<file path="src/rtl/fa_pkg.sv">
// Shared constants for the registered full-adder block.
package fa_pkg;

  localparam int unsigned FA_MIN_WIDTH = 1;
  localparam int unsigned FA_MAX_WIDTH = 64;

  // Value loaded into the sum register on reset, sliced to the instance width.
  localparam logic [FA_MAX_WIDTH-1:0] FA_RST_SUM = '0;

endpackage : fa_pkg

</file>
<file path="src/rtl/full_adder_if.sv">
// Operand/result bundle for full_adder: the master drives operands, the slave returns results.
interface full_adder_if #(
  parameter int unsigned WIDTH = 1
) ();

  logic             in_valid;
  logic [WIDTH-1:0] a;
  logic [WIDTH-1:0] b;
  logic             cin;
  logic             out_valid;
  logic [WIDTH-1:0] s;
  logic             cout;

  modport master (
    output in_valid, a, b, cin,
    input  out_valid, s, cout
  );

  modport slave (
    input  in_valid, a, b, cin,
    output out_valid, s, cout
  );

endinterface : full_adder_if

</file>
<file path="src/rtl/fa_cell.sv">
// Single-bit combinational full adder, the basic arithmetic cell of the datapath.
module fa_cell (
  input  logic A,
  input  logic B,
  input  logic Cin,
  output logic S,
  output logic Cout
);

  assign S    = A ^ B ^ Cin;
  assign Cout = (A & B) | (A & Cin) | (B & Cin);

endmodule : fa_cell

</file>
<file path="src/rtl/full_adder.sv">
// Registered ripple-carry adder: {cout, s} = a + b + cin, one cycle after capture.
module full_adder
  import fa_pkg::*;
#(
  parameter int unsigned WIDTH = 1
) (
  input  logic          clk,
  input  logic          rst_n,
  full_adder_if.slave   bus
);

  // Reject widths outside the supported range at elaboration.
  if (WIDTH < FA_MIN_WIDTH || WIDTH > FA_MAX_WIDTH) begin : g_bad_width
    $error("full_adder: WIDTH out of range");
  end

  logic [WIDTH-1:0] sum_c;
  logic             carry_msb_c;

  // Ripple chain: each stage keeps its own carry nets so no vector feeds back on itself.
  for (genvar i = 0; i < WIDTH; i++) begin : g_bit
    logic cin_c;
    logic cout_c;

    if (i == 0) begin : g_first
      assign cin_c = bus.cin;
    end else begin : g_next
      assign cin_c = g_bit[i-1].cout_c;
    end

    fa_cell u_cell (
      .A    (bus.a[i]),
      .B    (bus.b[i]),
      .Cin  (cin_c),
      .S    (sum_c[i]),
      .Cout (cout_c)
    );
  end

  assign carry_msb_c = g_bit[WIDTH-1].cout_c;

  logic [WIDTH-1:0] s_q, s_d;
  logic             cout_q, cout_d;
  logic             out_valid_q, out_valid_d;

  // Load a fresh result on valid input; otherwise hold the result and drop out_valid.
  always_comb begin
    s_d         = s_q;
    cout_d      = cout_q;
    out_valid_d = 1'b0;
    if (bus.in_valid) begin
      s_d         = sum_c;
      cout_d      = carry_msb_c;
      out_valid_d = 1'b1;
    end
  end

  // Output register stage; reset clears any pending result immediately.
  always_ff @(posedge clk or negedge rst_n) begin
    if (!rst_n) begin
      s_q         <= WIDTH'(FA_RST_SUM);
      cout_q      <= 1'b0;
      out_valid_q <= 1'b0;
    end else begin
      s_q         <= s_d;
      cout_q      <= cout_d;
      out_valid_q <= out_valid_d;
    end
  end

  assign bus.s         = s_q;
  assign bus.cout      = cout_q;
  assign bus.out_valid = out_valid_q;

endmodule : full_adder

</file>
<file path="src/flat_wrapper.sv">
// flat-port wrapper written by rule: the top's interface ports become plain ports
module full_adder_flat import fa_pkg::*;
#(
  parameter int unsigned WIDTH = 1
)
  (clk, rst_n, bus_in_valid, bus_a, bus_b, bus_cin, bus_out_valid, bus_s, bus_cout);
  full_adder_if #(.WIDTH(WIDTH)) bus_i ();
  input  logic clk;
  input  logic rst_n;
  input wire logic [$bits(bus_i.in_valid)-1:0] bus_in_valid;
  input wire logic [$bits(bus_i.a)-1:0] bus_a;
  input wire logic [$bits(bus_i.b)-1:0] bus_b;
  input wire logic [$bits(bus_i.cin)-1:0] bus_cin;
  output wire logic [$bits(bus_i.out_valid)-1:0] bus_out_valid;
  output wire logic [$bits(bus_i.s)-1:0] bus_s;
  output wire logic [$bits(bus_i.cout)-1:0] bus_cout;
  assign bus_i.in_valid = bus_in_valid;
  assign bus_i.a = bus_a;
  assign bus_i.b = bus_b;
  assign bus_i.cin = bus_cin;
  assign bus_out_valid = bus_i.out_valid;
  assign bus_s = bus_i.s;
  assign bus_cout = bus_i.cout;
  full_adder #(.WIDTH(WIDTH)) u_core (.clk(clk), .rst_n(rst_n), .bus(bus_i));
endmodule
</file>
<file path="config.mk">
export PLATFORM = sky130hd
export DESIGN_NAME = full_adder_flat
export DESIGN_NICKNAME = d
export VERILOG_FILES = /design/src/rtl/fa_pkg.sv /design/src/rtl/full_adder_if.sv /design/src/rtl/fa_cell.sv /design/src/rtl/full_adder.sv /design/src/flat_wrapper.sv
export SDC_FILE = /design/constraint.sdc
export NUM_CORES = 1
export LEC_CHECK = 0
export CORE_AREA = 3 3 40 42
export DETAILED_ROUTE_END_ITERATION = 8
export DIE_AREA = 0 0 43 45
export DONT_BUFFER_PORTS = 1
export PLACE_DENSITY_LB_ADDON = 0.25
export SLEW_MARGIN = 20
export SYNTH_ARGS = -nofsm -noshare
export SYNTH_HDL_FRONTEND = slang
export SYNTH_SLANG_ARGS = --single-unit
</file>
<file path="constraint.sdc">
create_clock -name clk -period 1 [get_ports clk]
set_input_delay 0.05 -clock clk [delete_from_list [all_inputs] [get_ports clk]]
set_output_delay 0.05 -clock clk [all_outputs]
set_load 0.005 [all_outputs]
</file>
==> results.py <==
metrics = {
    "outcome": {
        "status": "finished, final reports clean",
    },
    "finish": {
        "drive_above_1_share_pct": 41.7,
        "nets": 20,
        "area_delta_synth_final_pct": 55.3,
        "diodes": 0,
        "multiInputGateArea_um2": 42.5,
        "fillerInstances": 146,
        "final-seq-area_um2": 75.1,
    },
    "cts": {
        "clock_latency_ps": 230,
        "cts_buffers": 3,
        "cts-resized-gates": 0,
        "clk_pin_slew_ps": 40,
        "clockBufferDepth": 2,
        "cts_root_buffer": "clkbuf_4",
        "cts-htree-levels": 1,
        "cts_tree": "yes",
        "clock-sinks": 3,
    },
    "die": {
        "die_w_um": 43,
        "initial_utilization_pct": 9.15,
        "placementRows": 13,
        "num_io_pins": 9,
        "core_area_mm2": 0.00128,
        "die_h_um": 45,
        "dieArea_mm2": 0.00194,
    },
    "logic_synthesis": {
        "synthCells": 6,
        "syn_avg_cell_area_um2": 19.6,
        "ys_seq_area_share_pct": 63.8,
        "synth_warnings": 0,
        "yosysUniqueCellTypes": 3,
        "synth.net_count": 13,
        "syn_area_um2": 118,
        "ys_ff_latch": 3,
    },
    "detailed_routing": {
        "drt_first_pass_iters": 2,
        "drtIter0Drc": 1,
        "drc": 0,
        "wl_um": 299,
        "via_per_inst": 2.89,
        "num_vias": 78,
        "wire_per_inst_um": 11.1,
        "ant_nets": 0,
    },
    "critical_path": {
        "crit_arrival_ps": 990,
        "r2r_start": "u_core.bus.s",
        "worstSetupEndpointType": "register",
        "required_ps": 1110,
        "cp_slowest_cell": "dlygate4sd3_1",
        "worstRegToRegCells": 1,
        "crit_start": "bus_in_valid",
        "max_stage_delay_ps": 590,
        "crit_fanout": 3,
        "r2r_end": "u_core.bus.s",
        "ff2ff_setup_slack_ps": 230,
        "cpLargestDelayFamily": "buffers and inverters",
        "crit_type": "in -> reg",
        "crit_buf_inv": 1,
        "critPathLaunchType": "input pin",
        "path_cells": "dlygate4sd3_1 -> mux2_2",
    },
    "global_route": {
        "grt-ovfl-total": 0,
        "gr-usage-met2_pct": 3.29,
        "met3_usage_pct": 9.96,
        "grt_pass1_wl_um": 496,
        "grt-busiest-layer": "met3",
        "grt_pass1_vias": 98,
        "grt.met1_usage_pct": 3.89,
        "antenna_found_initial": 0,
        "grt_start_max_net_pins": 4,
        "grt_usage_pct": 4.59,
    },
    "placed_design": {
        "dp_slack_ps": 95.7,
        "port_buffers": 0,
        "gp_congestion": 0.688,
    },
    "sta": {
        "relSlewSlack_pct": 89.8,
        "setup_viol_count_final": 0,
        "clock_skew_ps": 0,
        "period_share_pct": 87.3,
        "max_freq_mhz": 1150,
        "timing_worst_slew_pin_value_ps": 153,
        "rsz0062_at_grt": "false",
        "setup-tns-final_ps": 0,
        "postLayoutSetupSlackWorst_ps": 127,
        "hold_viol_final": 0,
        "period_needed_ps": 873,
        "slew_viol_final": 0,
    },
    "run": {
        "cap_violations": 0,
    },
    "hold_path": {
        "hp-class": "in -> async",
    },
    "power_and_ir_drop": {
        "ir_drop_uv": 604,
        "p_leak_uw": 0.0000735,
        "power_per_cell_area_mw_per_mm2": 2130,
    },
}
==> placed cells by master (no fill, tap or decap) <==
cell type and instances:
clkbuf_1 1, clkbuf_4 3, dfrtp_1 3, dlygate4sd3_1 2, fa_1 1, mux2_2 2
==> flip-flops by register name (all words and copies together) (netlist names) <==
register	count
u_core.bus.cout	1
u_core.bus.out_valid	1
u_core.bus.s	1
==> worst max path at each step <==
stage / endpoint / slack, ps / cells past startpoint
after floorplan: u_core.bus.s / 120 / 2
after global placement: u_core.bus.s / 100 / 2
after detailed placement: u_core.bus.s / 100 / 2
after CTS: u_core.bus.s / 140 / 2
after global routing: u_core.bus.cout / 110 / 2
final: u_core.bus.s / 130 / 2
==> cell usage after synthesis (all sizes together) <==
cell	n	area share [%]
dfrtp	3	64
fa	1	17
mux2	2	19
==> power by group <==
| part | switching, uW | leakage, uW | internal, uW |
|---|---|---|---|
| registers | 11.2 | 0.0000350 | 138 |
| clock network | 63.2 | 0.0000150 | 150 |
| logic | 9.48 | 0.0000235 | 18.7 |
==> through the flow <==
step | cells | area (um^2) | hold WS (ps) | total power [uW] | util, %
4_1_cts | 27 | 183 | 66.0 | 405 | 14.2
5_1_grt | 27 | 183 | 73.9 | 422 | 14.2
6_report | 27 | 183 | 73.3 | 390 | 14.2
3_5_place_dp | 21 | 136 | -245 | 170 | 10.6
2_1_floorplan | 6 | 118 | -246 | 163 | -
3_3_place_gp | 21 | 136 | -245 | 168 | 10.6
==> logic make-up after synthesis <==
kind of cell	count (synthesis)	share of synthesized area [%]
adder cells (fa/ha/maj)	1	17.0
flip-flops	3	63.8
multiplexers	2	19.1
==> final cells by class <==
class	count	area share, %
flip-flops and latches	3	41.1
multi-input cells	3	23.3
clock buffers	4	14.4
repair buffers	2	11.0
well taps	15	10.3
==> per-layer routing <==
metal  wire [um]  share of wire (%)  up-vias
li1            -                  -       32
met1         117                 39       35
met2          80                 27       11
met3         102                 34        0
met4           0                  0        0
met5           0                  0        -
==> repair_timing <==
item	4_1_cts	5_1_grt
endpoints found under the setup margin	0	0
endpoints found under the hold margin	6	0
hold buffers	2	0
setup buffers	0	0
(Power assumes the default switching activity.)
